==> config.mk <==
export PLATFORM = sky130hd
export DESIGN_NAME = elevator_scan_controller
export DESIGN_NICKNAME = d
export VERILOG_FILES = /design/src/rtl/elevator_pkg.sv /design/src/rtl/elevator_req_queue.sv /design/src/rtl/elevator_scan_controller.sv
export SDC_FILE = /design/constraint.sdc
export NUM_CORES = 1
export LEC_CHECK = 0
export ABC_CLOCK_PERIOD_IN_PS = 3930
export CAP_MARGIN = 20
export CORE_MARGIN = 2
export CORE_UTILIZATION = 30
export CTS_BUF_LIST = sky130_fd_sc_hd__clkbuf_2
export CTS_CLUSTER_SIZE = 28
export DETAILED_ROUTE_END_ITERATION = 16
export SYNTH_ARGS = -nofsm -noshare
export SYNTH_HDL_FRONTEND = slang
export SYNTH_SLANG_ARGS = --single-unit
==> constraint.sdc <==
create_clock -name i_clk -period 3.93 [get_ports i_clk]
set_input_delay 0.9825 -clock i_clk [delete_from_list [all_inputs] [get_ports i_clk]]
set_output_delay 0.9825 -clock i_clk [all_outputs]
set_load 0.005 [all_outputs]
==> src/rtl/elevator_pkg.sv <==
// elevator_pkg: shared state encoding, direction constants and call-mask helpers
// used by the SCAN elevator controller and its request queue.
package elevator_pkg;

    typedef enum logic [1:0] {
        IDLE,
        MOVING,
        DOOR_OPEN
    } state_t;

    localparam logic DIR_UP     = 1'b1;
    localparam logic DIR_DOWN   = 1'b0;
    localparam int   MAX_FLOORS = 64;

    // Masks arrive zero-extended to MAX_FLOORS bits so one helper serves every floor count.
    function automatic logic any_above(input logic [MAX_FLOORS-1:0] mask, input int unsigned flr);
        return |(mask >> (flr + 1));
    endfunction

    function automatic logic any_below(input logic [MAX_FLOORS-1:0] mask, input int unsigned flr);
        logic [MAX_FLOORS-1:0] below;
        below = ({{(MAX_FLOORS-1){1'b0}}, 1'b1} << flr) - {{(MAX_FLOORS-1){1'b0}}, 1'b1};
        return |(mask & below);
    endfunction

endpackage

==> src/rtl/elevator_req_queue.sv <==
// elevator_req_queue: outstanding-call bitmask with range check, set/clear arbitration
// and call-position flags relative to a reference floor.
module elevator_req_queue
    import elevator_pkg::*;
#(
    parameter int NUM_FLOORS = 16,
    parameter int FLOOR_W    = 4
) (
    input  logic                  i_clk,
    input  logic                  i_rst_n,
    input  logic                  i_req_valid,
    input  logic [FLOOR_W-1:0]    i_req_floor,
    input  logic                  i_block_en,
    input  logic [FLOOR_W-1:0]    i_block_floor,
    input  logic                  i_clr_valid,
    input  logic [FLOOR_W-1:0]    i_clr_floor,
    input  logic [FLOOR_W-1:0]    i_ref_floor,
    output logic [NUM_FLOORS-1:0] o_pending,
    output logic                  o_call_here,
    output logic                  o_call_above,
    output logic                  o_call_below
);

    localparam logic [FLOOR_W:0]      LP_NUM = (FLOOR_W + 1)'(NUM_FLOORS);
    localparam logic [NUM_FLOORS-1:0] LP_ONE = {{(NUM_FLOORS-1){1'b0}}, 1'b1};

    logic [NUM_FLOORS-1:0] r_pending;
    logic                  w_set;
    logic [NUM_FLOORS-1:0] w_set_mask;
    logic [NUM_FLOORS-1:0] w_clr_mask;
    logic [NUM_FLOORS-1:0] w_ref_mask;
    logic [MAX_FLOORS-1:0] w_pending_ext;

    assign w_set = i_req_valid && ({1'b0, i_req_floor} < LP_NUM)
                && !(i_block_en && (i_req_floor == i_block_floor));

    assign w_set_mask = w_set       ? (LP_ONE << i_req_floor) : '0;
    assign w_clr_mask = i_clr_valid ? (LP_ONE << i_clr_floor) : '0;
    assign w_ref_mask = LP_ONE << i_ref_floor;

    // Clear is applied after set so a call landing on its own serving edge is absorbed.
    // NOTE: non-blocking assignment so every register samples pre-edge values.
    always_ff @(posedge i_clk or negedge i_rst_n) begin
        if (!i_rst_n) begin
            r_pending <= '0;
        end else begin
            r_pending <= (r_pending | w_set_mask) & ~w_clr_mask;
        end
    end

    assign w_pending_ext = MAX_FLOORS'(r_pending);
    assign o_pending     = r_pending;
    assign o_call_here   = |(r_pending & w_ref_mask);
    assign o_call_above  = any_above(w_pending_ext, 32'(i_ref_floor));
    assign o_call_below  = any_below(w_pending_ext, 32'(i_ref_floor));

endmodule

==> src/rtl/elevator_scan_controller.sv <==
// elevator_scan_controller: SCAN-order elevator sequencer driving motor, door and alarms
// from latched floor calls, the floor-boundary sensor and door/load sensors.
module elevator_scan_controller
    import elevator_pkg::*;
#(
    parameter int NUM_FLOORS        = 16,
    parameter int FLOOR_W           = 4,
    parameter int DWELL_CYCLES      = 8,
    parameter int DOOR_ALERT_CYCLES = 180,
    parameter int TIMER_W           = 8
) (
    input  logic                  i_clk,
    input  logic                  i_rst_n,
    input  logic                  i_req_valid,
    input  logic [FLOOR_W-1:0]    i_req_floor,
    input  logic                  i_floor_sensor,
    input  logic                  i_door_open,
    input  logic                  i_over_weight,
    output logic [FLOOR_W-1:0]    o_current_floor,
    output logic                  o_direction,
    output logic                  o_moving,
    output logic                  o_door_cmd,
    output logic                  o_arrived,
    output logic [NUM_FLOORS-1:0] o_pending,
    output logic                  o_door_alert,
    output logic                  o_weight_alert
);

    localparam logic [FLOOR_W-1:0] LP_TOP_FLOOR  = FLOOR_W'(NUM_FLOORS - 1);
    localparam logic [FLOOR_W-1:0] LP_FLOOR_ONE  = FLOOR_W'(1);
    localparam logic [TIMER_W-1:0] LP_DWELL_LAST = TIMER_W'(DWELL_CYCLES - 1);
    localparam logic [TIMER_W-1:0] LP_ALERT      = TIMER_W'(DOOR_ALERT_CYCLES);
    localparam logic [TIMER_W-1:0] LP_TICK       = TIMER_W'(1);

    state_t             r_state, w_state_nxt;
    logic [FLOOR_W-1:0] r_current_floor, w_floor_nxt, w_step_floor, w_ref_floor;
    logic               r_direction, w_dir_nxt;
    logic [TIMER_W-1:0] r_dwell, w_dwell_nxt;
    logic [TIMER_W-1:0] r_door_cnt;
    logic               r_arrived, w_arrived_nxt;
    logic               r_over_weight;
    logic               w_step, w_req_here, w_clr_valid;
    logic               w_call_here, w_call_above, w_call_below, w_call_ahead;

    assign w_step     = (r_state == MOVING) && i_floor_sensor;
    assign w_req_here = i_req_valid && (i_req_floor == r_current_floor);

    always_comb begin
        w_step_floor = r_current_floor;
        if (r_direction == DIR_UP) begin
            if (r_current_floor != LP_TOP_FLOOR) w_step_floor = r_current_floor + LP_FLOOR_ONE;
        end else begin
            if (r_current_floor != '0) w_step_floor = r_current_floor - LP_FLOOR_ONE;
        end
    end

    // Call flags are judged from the floor the car will occupy after this edge.
    assign w_ref_floor  = w_step ? w_step_floor : r_current_floor;
    assign w_call_ahead = (r_direction == DIR_UP) ? w_call_above : w_call_below;

    elevator_req_queue #(
        .NUM_FLOORS (NUM_FLOORS),
        .FLOOR_W    (FLOOR_W)
    ) u_req_queue (
        .i_clk         (i_clk),
        .i_rst_n       (i_rst_n),
        .i_req_valid   (i_req_valid),
        .i_req_floor   (i_req_floor),
        .i_block_en    (r_state != MOVING),
        .i_block_floor (r_current_floor),
        .i_clr_valid   (w_clr_valid),
        .i_clr_floor   (w_step_floor),
        .i_ref_floor   (w_ref_floor),
        .o_pending     (o_pending),
        .o_call_here   (w_call_here),
        .o_call_above  (w_call_above),
        .o_call_below  (w_call_below)
    );

    // NOTE: every output of this block gets a default first, so no path can infer a latch.
    always_comb begin
        w_state_nxt   = r_state;
        w_floor_nxt   = r_current_floor;
        w_dir_nxt     = r_direction;
        w_dwell_nxt   = r_dwell;
        w_arrived_nxt = 1'b0;
        w_clr_valid   = 1'b0;
        unique case (r_state)
            IDLE: begin
                if (w_req_here) begin
                    w_state_nxt = DOOR_OPEN;
                    w_dwell_nxt = '0;
                end else if ((|o_pending) && !i_over_weight) begin
                    w_state_nxt = MOVING;
                    if (!w_call_ahead) w_dir_nxt = ~r_direction;
                end
            end
            MOVING: begin
                if (w_step) begin
                    w_floor_nxt = w_step_floor;
                    if (w_call_here) begin
                        w_clr_valid   = 1'b1;
                        w_arrived_nxt = 1'b1;
                        w_state_nxt   = DOOR_OPEN;
                        w_dwell_nxt   = '0;
                    end else if (!w_call_ahead) begin
                        w_state_nxt = IDLE;
                    end
                end
            end
            DOOR_OPEN: begin
                if (w_req_here) begin
                    w_dwell_nxt = '0;
                end else if (r_dwell != LP_DWELL_LAST) begin
                    w_dwell_nxt = r_dwell + LP_TICK;
                end else if (!i_door_open && !i_over_weight) begin
                    w_state_nxt = IDLE;
                end
            end
            default: w_state_nxt = IDLE;
        endcase
    end

    always_ff @(posedge i_clk or negedge i_rst_n) begin
        if (!i_rst_n) begin
            r_state         <= IDLE;
            r_current_floor <= '0;
            r_direction     <= DIR_UP;
            r_dwell         <= '0;
            r_arrived       <= 1'b0;
            r_over_weight   <= 1'b0;
            r_door_cnt      <= '0;
        end else begin
            r_state         <= w_state_nxt;
            r_current_floor <= w_floor_nxt;
            r_direction     <= w_dir_nxt;
            r_dwell         <= w_dwell_nxt;
            r_arrived       <= w_arrived_nxt;
            r_over_weight   <= i_over_weight;
            if (!i_door_open) begin
                r_door_cnt <= '0;
            end else if (r_door_cnt != LP_ALERT) begin
                r_door_cnt <= r_door_cnt + LP_TICK;
            end
        end
    end

    assign o_current_floor = r_current_floor;
    assign o_direction     = r_direction;
    assign o_moving        = (r_state == MOVING);
    assign o_door_cmd      = (r_state == DOOR_OPEN);
    assign o_arrived       = r_arrived;
    assign o_door_alert    = (r_door_cnt == LP_ALERT);
    assign o_weight_alert  = o_door_cmd && r_over_weight;

endmodule

# Word level (Yosys, flattened, before mapping)
# Index checks and enable logic that the tools add are counted.
# totals
reg_bits	41
in_bits	10
wordCells	92
out_inout_bits	26
# op_classes
eq_ne	18
n_bitwise	8
n_mux	27
reduce_logical	20
add_sub_neg	6
shifts	5
# op_table
operator	count
OR reduction 64 bit	2
bitwise AND 16 x 64 -> 64 bit	1
left shift 1 x 4 -> 64 bit (first input constant)	1
>> shifter 16 x 32 -> 64 bit	1
subtractor 64 x 1 -> 64 bit (second input constant)	1
2-to-1 mux 8 bit	7
left shift 1 x 4 -> 16 bit (first input constant)	3
bitwise AND 16 bit	2
2-to-1 mux 16 bit	2
OR reduction 16 bit	2
one-hot mux 8 bit (3 select lines)	1
adder 8 x 1 -> 8 bit (second input constant)	2
2-to-1 mux 2 bit	8
2-to-1 mux 4 bit	4
inverter 16 bit	1
OR 16 bit	1
!= test 2 x 1 -> 1 bit (second input constant)	5
== test 8 bit (second input constant)	1
!= test 8 x 3 -> 1 bit (second input constant)	1
!= test 8 bit (second input constant)	1
logical AND 1 bit	7
!= test 2 bit (second input constant)	3
one-hot mux 2 bit (3 select lines)	1
AND reduction 6 bit	1
other kinds (18)	25

# Logic depth before layout (Yosys ltp)
# Gate-level depths: netlist (run 1).
# logic_depth
ltp_word	13
ltp_mapped	17
depth_no_buf	16

# By module
# Synthesis (run 1) repeated with hierarchy kept, for this count alone.
# unflattened
cells_unflattened	370
area_unflattened_um2	3064.2
# modules_own_cells
mod	seq_area_each_um2	cells_each	area_each_um2	n_inst
elevator_scan_controller	626.9	182	1609.0	1
elevator_req_queue	400.4	188	1455.1	1

# Worst setup path after synthesis (run 1)
# OpenSTA, ideal clock, no wires.
# synth_timing
kind	input to register
from	in i_floor_sensor
to	reg r_state[0]
required_ns	3.810
n_path_buf	2
path_slack_ns	0.119
setup_time_ns	0.120
arrival_time_ns	3.692
stages	14
path_cell_list	and3b_1 buf_2 a211oi_2 inv_1 nor2_2 nand3_1 ha_1 clkbuf_1 o211a_1 o41ai_1 o2111ai_1 nor4_2 nor2_1 a31o_1
# synth_via
elab_chain_len	9
elab_cells_between_ends	19
classes_between	2 x add/sub; 2 x eq/ne; 3 x shift; 5 x mux; 2 x bitwise; 5 x reduce/logical
# synth_rtl
element	line	source
start, declared	elevator_scan_controller.sv:16	input logic i_floor_sensor,
logical AND 1 bit (*)	elevator_scan_controller.sv:45	assign w_step = (r_state == MOVING) && i_floor_sensor;
2-to-1 mux 4 bit	--	
left shift 1 x 4 -> 64 bit	elevator_pkg.sv:22	below = ({{(MAX_FLOORS-1){1'b0}}, 1'b1} << flr) - {{(MAX_FLOORS-1){1'b0}}, 1'b1};
subtractor 64 x 1 -> 64 bit	elevator_pkg.sv:22	
bitwise AND 16 x 64 -> 64 bit	elevator_pkg.sv:23	return |(mask & below);
OR reduction 64 bit	elevator_pkg.sv:23	
2-to-1 mux 1 bit	elevator_scan_controller.sv:59	assign w_call_ahead = (r_direction == DIR_UP) ? w_call_above : w_call_below;
!= test 3 x 2 -> 1 bit (no source line)	--	
AND reduction 6 bit (no source line)	--	
end signal, assigned	elevator_scan_controller.sv:134	r_state <= w_state_nxt;
end, declared	elevator_scan_controller.sv:35	state_t r_state, w_state_nxt;
# Every way passes the cells marked *; elsewhere a longest branch is shown, timed or not. The select of a mux whose other input is x is not followed.
# A chain may end at the register's enable or synchronous reset.

# Final worst setup path (run 1)
# Ends and elaborated chain as after synthesis.

==> results of run 1 <==
metal layers:
metal / share of wire / wire length [um]
met5: 0 / 0
met2: 0.46 / 4450
met4: 0.018 / 170
met1: 0.44 / 4210
met3: 0.078 / 749
power breakdown:
part | total [W] | internal [W] | switching, W
Combinational | 0.00239 | 0.00112 | 0.00127
Sequential | 0.000859 | 0.000554 | 0.000305
Clock | 0.000321 | 0.000170 | 0.000150
Total | 0.00357 | 0.00184 | 0.00173
area by class of cell:
type                    instances  area (um^2)  area share
inverters                      18         70.1      0.0179
repair buffers                 68          593       0.151
clock inverters                 3         65.1      0.0166
flip-flops and latches         41         1030       0.263
well taps                     136          170      0.0435
clock buffers                   5         25.0     0.00639
multi-input cells             287         1960       0.501
cells in the final DEF, fill, tap and decap left out, drive strengths merged, types with 7 or more instances in the layout:
cell type      instances
a21oi                 32
a31oi                 18
and2                  11
and3                   7
buf                   34
clkdlybuf4s50         34
dfrtp                 40
inv                   18
nand2                 29
nand3                 22
nand4                 10
nor2                  23
nor3                   7
o21ai                 10
xnor2                 10
kinds of logic after synthesis:
family / synth area share
AO/OA/AOI/OAI: 0.259
XOR/XNOR: 0.0438
adder cells (fa/ha/maj): 0.0235
buffers and inverters: 0.0688
flip-flops: 0.321
multiplexers: 0.0352
AND/OR/NAND/NOR: 0.249
synth_stat cells, types with 7 or more instances:
| cell type | count |
|---|---|
| a21oi_1 | 31 |
| a31oi_1 | 17 |
| and2_1 | 10 |
| buf_6 | 7 |
| dfrtp_1 | 40 |
| inv_1 | 14 |
| nand2_1 | 29 |
| nand3_1 | 22 |
| nand4_1 | 10 |
| nor2_1 | 19 |
| nor3_1 | 7 |
| o21ai_0 | 9 |
| xnor2_1 | 10 |
worst max-delay path: stages:
cell             delay (ns)
clkdlybuf4s50_1        0.52
nand3b_1               0.19
o311ai_1               0.34
nand4_1                0.26
buf_4                  0.23
inv_2                  0.15
buf_4                  0.16
nand2_1                0.09
buf_4                  0.15
o22ai_1                0.15
o2111ai_1              0.15
a211oi_1               0.38
nor2_1                 0.13
a31o_1                 0.23
sequential cells by signal (all words and copies together), names as in the netlist:
register	count
r_dwell	8
r_door_cnt	8
r_over_weight	1
o_arrived	1
o_current_floor	4
o_direction	1
r_state	2
u_req_queue.o_pending	16
what timing repair did:
item	CTS	global route
endpoints found under the hold margin	0	0
setup buffers	0	1
setup endpoints to repair	0	9
resized for setup	0	5
how the worst max path moves through the flow:
| stage | from | endpoint | slack [ns] | cells past startpoint |
|---|---|---|---|---|
| 2_1_floorplan | i_floor_sensor | r_state[0] | 0.12 | 14 |
| 3_3_place_gp | i_floor_sensor | r_state[0] | -0.17 | 13 |
| 3_5_place_dp | i_floor_sensor | r_state[0] | -0.30 | 15 |
| 4_1_cts | i_floor_sensor | r_state[0] | 0.18 | 15 |
| 5_1_grt | i_floor_sensor | o_direction | 0.005 | 15 |
| 6_report | i_floor_sensor | r_state[0] | 0.17 | 14 |
through the flow:
step / hold slack, ns / util / std cells / power, W / setup slack [ns]
after detailed placement: 0.538 / 0.369 / 549 / 0.00319 / -0.296
final: 0.578 / 0.379 / 558 / 0.00357 / 0.171
after global routing: 0.605 / 0.379 / 558 / 0.00383 / 0.00490
after CTS: 0.581 / 0.377 / 557 / 0.00352 / 0.178
after global placement: 0.528 / 0.369 / 549 / 0.00315 / -0.174
after floorplan: 0.501 / - / 368 / 0.00230 / 0.119
==> metrics.md, run 1 <==
| Metric | Value |
|---|---|
| Inserted Clock Buffers | 5 |
| Reg2reg end | r_state[0] |
| Fmax achieved | between 200 and 300 MHz |
| Synthesis Warnings | 0 |
| Worst-path clk slew | about 0.24 ns |
| Synthesized area | roughly 3200 um^2 |
| Mapped Cells | about 370 |
| FILL cells | 1,039 |
| Die Span Y | ~110 um |
| Dominant cell type by area after synthesis | dfrtp_1 |
| Final Hold Fails | 0 |
| Syn nets | approximately 380 |
| R2R depth | 16 |
| GR Util met1 | 0.226 |
| Power per cell area | ~910 nW/um^2 |
| Final wirelength | between 9000 and 10,000 um |
| Syn-to-layout area delta | 22.4% |
| Placed cell areas | 3810 um^2 |
| Worst-Skew Late Latency | slightly above 0.4 ns |
| Yosys top cell area share | 0.313 |
| Netlist cell types | 79 |
| Tightest Hold Check Type | reg -> reg |
| Layout cell share with drive strength beyond 1 | 0.180 |
| H-tree levels | 2 |
| Final #Nets | 437 |
| CORE AREA | 10,300 um^2 |
| Detailed-route vias per instance | 5.65 |
| Final setup fails | 0 |
| Register area share after synthesis | 0.321 |
| Die width | approximately 110 um |
| DR DRC count | 0 |
| Port buffer count | 35 |
| Clk_skew | between 0.03 and 0.04 ns |
| Number of routed nets with antenna violations | 0 |
| Number of synthesized register bits | between 40 and 50 |
| CP max FO | 8 |
| I/O pin cnt | 36 |
| Max VDD drop | around 0.00033 V |
| Crit path kind | in -> reg |
| Worst path arrival time | between 4 and 5 ns |
| Leak | 1.60 nW |
| First-pass GRT wire length | roughly 16,000 um |
| Worst R2R Setup Slack | slightly below 0.3 ns |
| Drt initial violations | between 200 and 250 |
| Met3 Use GR | 0.0321 |
| Fraction of registers with async set/reset | 1.00 |
| Initial antenna violation count | 0 |
| CP Capture Type | flop |
| Rel. slew slack | 0.350 |
| Post-synth EDFFs | 0 |
| # hold bufs at CTS | 0 |
| Drt pass-1 iters | 5 |
| Worst Min Path Start | r_dwell[1] |
| Mapped Avg Cell Area | 8.70 um^2 |
| Worst slew pin tran | approximately 1 ns |
| Most used DFF post-synth | dfrtp_1 |
| GRT met2 Usage | 0.292 |
| Largest cells by area after synthesis | dfrtp_1, a21oi_1, nand3_1 |
| Clock period minus final worst setup slack | roughly 3.8 ns |
| Worst EP required | roughly 4.3 ns |
| Worst R2R Start | o_current_floor[0] |
| Hold Crit Depth | 1 |
| Max-cap viol count | 0 |
| Vias | about 3,200 |
| Status | completed |
| RD Place Congestion | about 0.96 |
| Final period utilization | 0.956 |
| Total GRT Usage | 0.170 |
| Number of global-route vias before repair | ~3,000 |
| Clock Sink Count | just over 40 |
| Design area | roughly 4000 um^2 |
| RSZ-0062 raised after global routing | no |
| Setup TNS | 0 ns |
| CTS root buf | clkbuf_2 |
| Maximum clock insertion buffer count | 2 |
| Startpoint class of the critical path | input pin |
| Drt wl/cell | around 17 um |
| Global route total overflow | 0 |
| Die area | 11,500 um^2 |
| Core Rows | 37 |
| Busiest grt layer | met2 |
| Diode count | 0 |
| Max Slew Vio Count | 0 |
| Hpwl dp | 7090 um |
| CTS tree | done |
| Initial core utilization | 0.310 |
| Worst Hold End | r_dwell[1] |
| Largest net degree at the start of global routing | 42 |
Power figures use the tool's default switching activity.
==> inputs of run 2 (changes only) <==
--- a/config.mk
+++ b/config.mk
@@ -7,7 +7,6 @@
 export LEC_CHECK = 0
 export ABC_CLOCK_PERIOD_IN_PS = 3930
 export CAP_MARGIN = 20
-export CORE_MARGIN = 2
 export CORE_UTILIZATION = 30
 export CTS_BUF_LIST = sky130_fd_sc_hd__clkbuf_2
 export CTS_CLUSTER_SIZE = 28
@@ -15,3 +14,4 @@
 export SYNTH_ARGS = -nofsm -noshare
 export SYNTH_HDL_FRONTEND = slang
 export SYNTH_SLANG_ARGS = --single-unit
+export TNS_END_PERCENT = 10
==> run 2 against run 1 <==
Effect of this change:
- total power grew 0.99%
- sequential power grew 2.4%
- fmax increased by 0.94%
- register-to-register slack worse by 0.05 ns
- cell count increased by 0.36%
- routed wire length increased by 4.9%
- sequential share of layout area about the same
- critical path depth shrank 3
- clock-buffer cell count stayed put
- highest routed layer unchanged
- first-iteration DRC count grew 10%
==> metrics.md, run 2 (same netlist as run 1, synthesis figures left out) <==
| Metric | Value |
|---|---|
| Clk_skew | a little over 0.03 ns |
| Post CTS Setup Buffer Count | 0 |
| CTS tree | done |
| Inserted Clock Buffers | 5 |
| Tot Pwr | between 0.003 and 0.004 W |
| Most common cell after layout, fill and taps aside | dfrtp_1 |
| Core Rows | 37 |
| Initial core utilization | 0.310 |
| Final Hold Fails | 0 |
| Worst-path clk slew | 0.23 ns |
| GRT met2 Usage | 0.309 |
| Worst Min Path Start | r_door_cnt[1] |
| Diode count | 0 |
| Initial antenna violation count | 0 |
| Final period utilization | 0.948 |
| Vias | between 3,000 and 4,000 |
| Status | completed |
| Fin cells | between 500 and 600 |
| Hpwl dp | roughly 7400 um |
| Max Slew Vio Count | 0 |
| CORE AREA | 10,300 um^2 |
| Max VDD drop | between 0.0003 and 0.0004 V |
| Clock Sink Count | 41 |
| Power per cell area | about 900 nW/um^2 |
| Rel. slew slack | 0.381 |
| Busiest grt layer | met2 |
| Number of global-route vias before repair | ~3,300 |
| CP Capture Type | flop |
| Drt wl/cell | roughly 18 um |
| CP max FO | 7 |
| Commonest non-fill, non-tap cells in the layout | dfrtp_1, buf_4, clkdlybuf4s50_1 |
| Global route total overflow | 0 |
| # hold bufs at CTS | 0 |
| Max reg flops | 16 |
| Clock period minus final worst setup slack | approximately 3.7 ns |
| Setup TNS | 0 ns |
| Final wirelength | about 10,000 um |
| Crit path kind | in -> reg |
| Drt pass-1 iters | 5 |
| Met3 Use GR | 0.0359 |
| Detailed-route vias per instance | roughly 5.7 |
| Startpoint class of the critical path | input pin |
| H-tree levels | 2 |
| First-pass GRT wire length | 17,000 um |
| Worst R2R Setup Slack | 0.24 ns |
| Die Span Y | between 100 and 150 um |
| Tightest Hold Check Type | reg -> reg |
| Cells after DPL | around 550 |
| FILL cells | 1,050 |
| R2R depth | 16 |
| Max-cap viol count | 0 |
| Die width | around 110 um |
| Worst EP required | approximately 4.3 ns |
| Fmax achieved | about 270 MHz |
| Port buffer count | 35 |
| Maximum clock insertion buffer count | 2 |
| Worst path arrival time | between 4 and 5 ns |
| Final #Nets | 439 |
| DR DRC count | 0 |
| Number of routed nets with antenna violations | 0 |
| Reg2reg end | r_state[0] |
| GR Util met1 | 0.261 |
| Total GRT Usage | 0.193 |
| Setup crit start | i_floor_sensor |
| Drt initial violations | around 250 |
| Syn-to-layout area delta | 22.6% |
| I/O pin cnt | 36 |
| Die area | ~11,000 um^2 |
| Worst R2R Start | o_current_floor[0] |
| Worst-Skew Late Latency | roughly 0.44 ns |
| Worst slew pin tran | 0.928 ns |
| Layout cell share with drive strength beyond 1 | 0.184 |
| RD Place Congestion | 0.930 |
| Largest net degree at the start of global routing | 42 |
| Hold Crit Depth | 2 |
| Final setup fails | 0 |
| Worst hold slack | between 0.5 and 0.6 ns |
| CTS root buf | clkbuf_2 |
| Worst Hold End | r_door_cnt[1] |
| Leak | about 1.6 nW |
| RSZ-0062 raised after global routing | no |
## run 2: repair_timing
action,in CTS,in global routing
hold endpoints to repair,0,0
endpoints found under the setup margin,0,2
resized for setup,0,3
## run 2: worst max-delay path, cell delays in order
cell and delay, ns:
clkdlybuf4s50_1 0.51, nand3b_1 0.15, o311ai_0 0.36, nand4_1 0.26, buf_4 0.23, inv_2 0.16, mux2_2 0.36, a221oi_1 0.42
o31a_4 0.24, nor2_4 0.07, a211o_1 0.30
## run 2: layer usage
metal	share of wire	routed length, um
met4	0.022	224
met5	0	0
met3	0.072	718
met2	0.46	4590
met1	0.45	4510
## run 2: worst max path at each step
| stage | endpoint | slack [ns] | cells past startpoint |
|---|---|---|---|
| final | r_dwell[4] | 0.21 | 11 |
| after floorplan | r_state[0] | 0.12 | 14 |
| after global routing | r_state[0] | 0.03 | 16 |
| after global placement | r_state[0] | -0.20 | 15 |
| after CTS | r_state[0] | 0.20 | 16 |
| after detailed placement | r_state[0] | -0.27 | 15 |
## run 2: area by class of cell
cell class / count / area, um^2 / share of cell area
multi-input cells: 287 / 1950 / 0.498
flip-flops and latches: 41 / 1030 / 0.263
repair buffers: 70 / 608 / 0.155
well taps: 136 / 170 / 0.0434
inverters: 18 / 70.1 / 0.0179
clock inverters: 3 / 65.1 / 0.0166
clock buffers: 5 / 25.0 / 0.00638
## run 2: stage by stage
stage                     utilization  area [um^2]  setup WS, ns
after floorplan                     -         3200         0.119
after global placement          0.371         3830        -0.198
after detailed placement        0.371         3830        -0.268
after CTS                       0.380         3920         0.196
after global routing            0.380         3920        0.0322
final                           0.380         3920         0.206
## run 2: report_power, final
part	internal, W	leakage (nW)	total [W]	switching [W]
sequential	0.000554	0.495	0.000880	0.000325
clock	0.000170	0.0529	0.000326	0.000156
combinational	0.00112	1.05	0.00240	0.00128
total	0.00185	1.60	0.00361	0.00176
==> inputs of run 3 (changes only) <==
--- a/config.mk
+++ b/config.mk
@@ -11,6 +11,7 @@
 export CTS_BUF_LIST = sky130_fd_sc_hd__clkbuf_2
 export CTS_CLUSTER_SIZE = 28
 export DETAILED_ROUTE_END_ITERATION = 16
+export SLEW_MARGIN = 25
 export SYNTH_ARGS = -nofsm -noshare
 export SYNTH_HDL_FRONTEND = slang
 export SYNTH_SLANG_ARGS = --single-unit
==> run 3 against run 2 <==
Effect of this change:
- worst setup slack better by 0.0085 ns
- hold slack worse by 0.097 ns
- non-clock buffer count is the same
- first-iteration DRC count decreased by 25%
- combinational power about the same
- critical path depth increased by 4
- clock-buffer cell count unchanged
- utilization barely moved
- cell count unchanged
- critical path type unchanged
- largest power group unchanged
- highest routed layer unchanged
==> metrics.md, run 3 (same netlist as run 1, synthesis figures left out) <==
| Metric | Value |
|---|---|
| Slowest-stage cell, CP | clkdlybuf4s50_1 |
| Final wirelength | just over 10,000 um |
| Diode count | 0 |
| H-tree levels | 2 |
| Fin util | 0.380 |
| Drt initial violations | ~180 |
| I/O pin cnt | 36 |
| Max-cap viol count | 0 |
| Largest net degree at the start of global routing | between 40 and 50 |
| CORE AREA | about 10,000 um^2 |
| Global route total overflow | 0 |
| Worst path arrival time | around 4.1 ns |
| DR DRC count | 0 |
| Clk_skew | around 0.031 ns |
| Initial antenna violation count | 0 |
| Startpoint class of the critical path | input pin |
| CTS tree | done |
| Crit-path most repeated cell | buf_4 |
| Initial core utilization | 0.310 |
| Setup TNS | 0 ns |
| CP cell instances | clkdlybuf4s50_1 -> nand3b_1 -> a2111oi_1 -> buf_4 -> a211oi_2 -> buf_4 -> nand4_1 -> ha_1 -> nor3_1 -> and4_4 -> o41ai_1 -> o2111ai_1 -> nor4_2 -> nor2_1 -> a31o_1 |
| Vias | about 3,200 |
| Detailed-route vias per instance | ~5.7 |
| # hold bufs at CTS | 0 |
| Leak | approximately 1.6 nW |
| Number of global-route vias before repair | approximately 3,300 |
| Maximum clock insertion buffer count | 2 |
| Final #Nets | 439 |
| Worst R2R Setup Slack | between 0.2 and 0.25 ns |
| Tot Pwr | around 0.0036 W |
| Commonest non-fill, non-tap cells in the layout | dfrtp_1, buf_4, clkdlybuf4s50_1 |
| Number of routed nets with antenna violations | 0 |
| Die area | approximately 11,000 um^2 |
| Register area | 1030 um^2 |
| Total GRT Usage | 0.193 |
| CP max FO | 4 |
| Max VDD drop | ~0.0003 V |
| CP Capture Type | flop |
| Die width | 105 um |
| FILL cells | 1,050 |
| R2R depth | 16 |
| Status | completed |
| Worst R2R Start | o_current_floor[0] |
| Post CTS Setup Buffer Count | 0 |
| First-pass GRT wire length | ~17,000 um |
| Power per cell area | 921 nW/um^2 |
| Layout cell share with drive strength beyond 1 | 0.184 |
| Final period utilization | 0.945 |
| Worst-path clk slew | between 0.2 and 0.3 ns |
| Worst EP required | about 4.3 ns |
| Rel. slew slack | 0.538 |
| Reg2reg end | r_state[0] |
| RD Place Congestion | ~0.93 |
| # resized after CTS | 0 |
| Hpwl dp | around 7400 um |
| Inserted Clock Buffers | 5 |
| Syn-to-layout area delta | 22.6% |
| Worst-Skew Late Latency | 0.44 ns |
| Drt wl/cell | around 18 um |
| Final Hold Fails | 0 |
| Max Slew Vio Count | 0 |
| CP peak stage delay | approximately 0.51 ns |
| Tightest Hold Check Type | in -> async |
| Core Rows | 37 |
| Fmax achieved | around 270 MHz |
| CTS root buf | clkbuf_2 |
| Most common cell after layout, fill and taps aside | dfrtp_1 |
| Port buffer count | 35 |
| Final setup fails | 0 |
| Crit path kind | in -> reg |
| Multi-input logic area | 1950 um^2 |
| Die Span Y | approximately 110 um |
| Max reg flops | 16 |
| Worst slew pin tran | slightly below 0.7 ns |
| RSZ-0062 raised after global routing | no |
| Clock Sink Count | a little over 40 |
| Drt pass-1 iters | 4 |
| Clock period minus final worst setup slack | between 3 and 4 ns |
run 3: cell counts in the layout (fill, tap and decap cells not counted):
Identical to the previous run, type by type.
run 3: layer usage:
| metal | global-route usage | routed length [um] | part of all wire |
|---|---|---|---|
| met3 | 0.0359 | 691 | 0.068 |
| met5 | 0 | 0 | 0 |
| met1 | 0.261 | 4570 | 0.45 |
| met4 | 0.0644 | 210 | 0.021 |
| met2 | 0.309 | 4630 | 0.46 |
run 3: area by class of cell:
type | instances | share of cell area
Sequential cell | 41 | 0.262
Timing Repair Buffer | 70 | 0.156
Multi-Input combinational cell | 287 | 0.498
Tap cell | 136 | 0.0434
Clock buffer | 5 | 0.00638
Inverter | 18 | 0.0179
Clock inverter | 3 | 0.0166
run 3: how the worst max path moves through the flow:
stage                       start         end  cells after the start
6_report           i_floor_sensor  r_state[0]                     15
5_1_grt        o_current_floor[0]  r_state[0]                     16
4_1_cts        o_current_floor[0]  r_state[0]                     16
3_5_place_dp       i_floor_sensor  r_state[0]                     15
3_3_place_gp       i_floor_sensor  r_state[0]                     15
2_1_floorplan      i_floor_sensor  r_state[0]                     14
run 3: report_power, final:
group | internal, W | total [W] | switching [W] | leakage, nW
Sequential | 0.000554 | 0.000879 | 0.000325 | 0.495
Combinational | 0.00112 | 0.00241 | 0.00129 | 1.05
Clock | 0.000170 | 0.000326 | 0.000155 | 0.0529
Total | 0.00185 | 0.00362 | 0.00177 | 1.60
run 3: per-stage QoR:
| step | worst slack, ns | hold slack, ns | std cells | cell area [um^2] |
|---|---|---|---|---|
| global route | 0.0322 | 0.514 | 560 | 3930 |
| CTS | 0.196 | 0.578 | 560 | 3920 |
| global placement | -0.198 | 0.526 | 552 | 3830 |
| finish | 0.215 | 0.478 | 560 | 3930 |
| floorplan | 0.119 | 0.501 | 368 | 3200 |
| detailed placement | -0.268 | 0.530 | 552 | 3830 |
run 3: worst max-delay path, delay by kind of cell:
family	cells	cell delay, ns
AOI/OAI and AO/OA	5	1.22
and+or+nand+nor	6	0.85
buffers and inverters	3	0.84
adders and majority gates	1	0.21
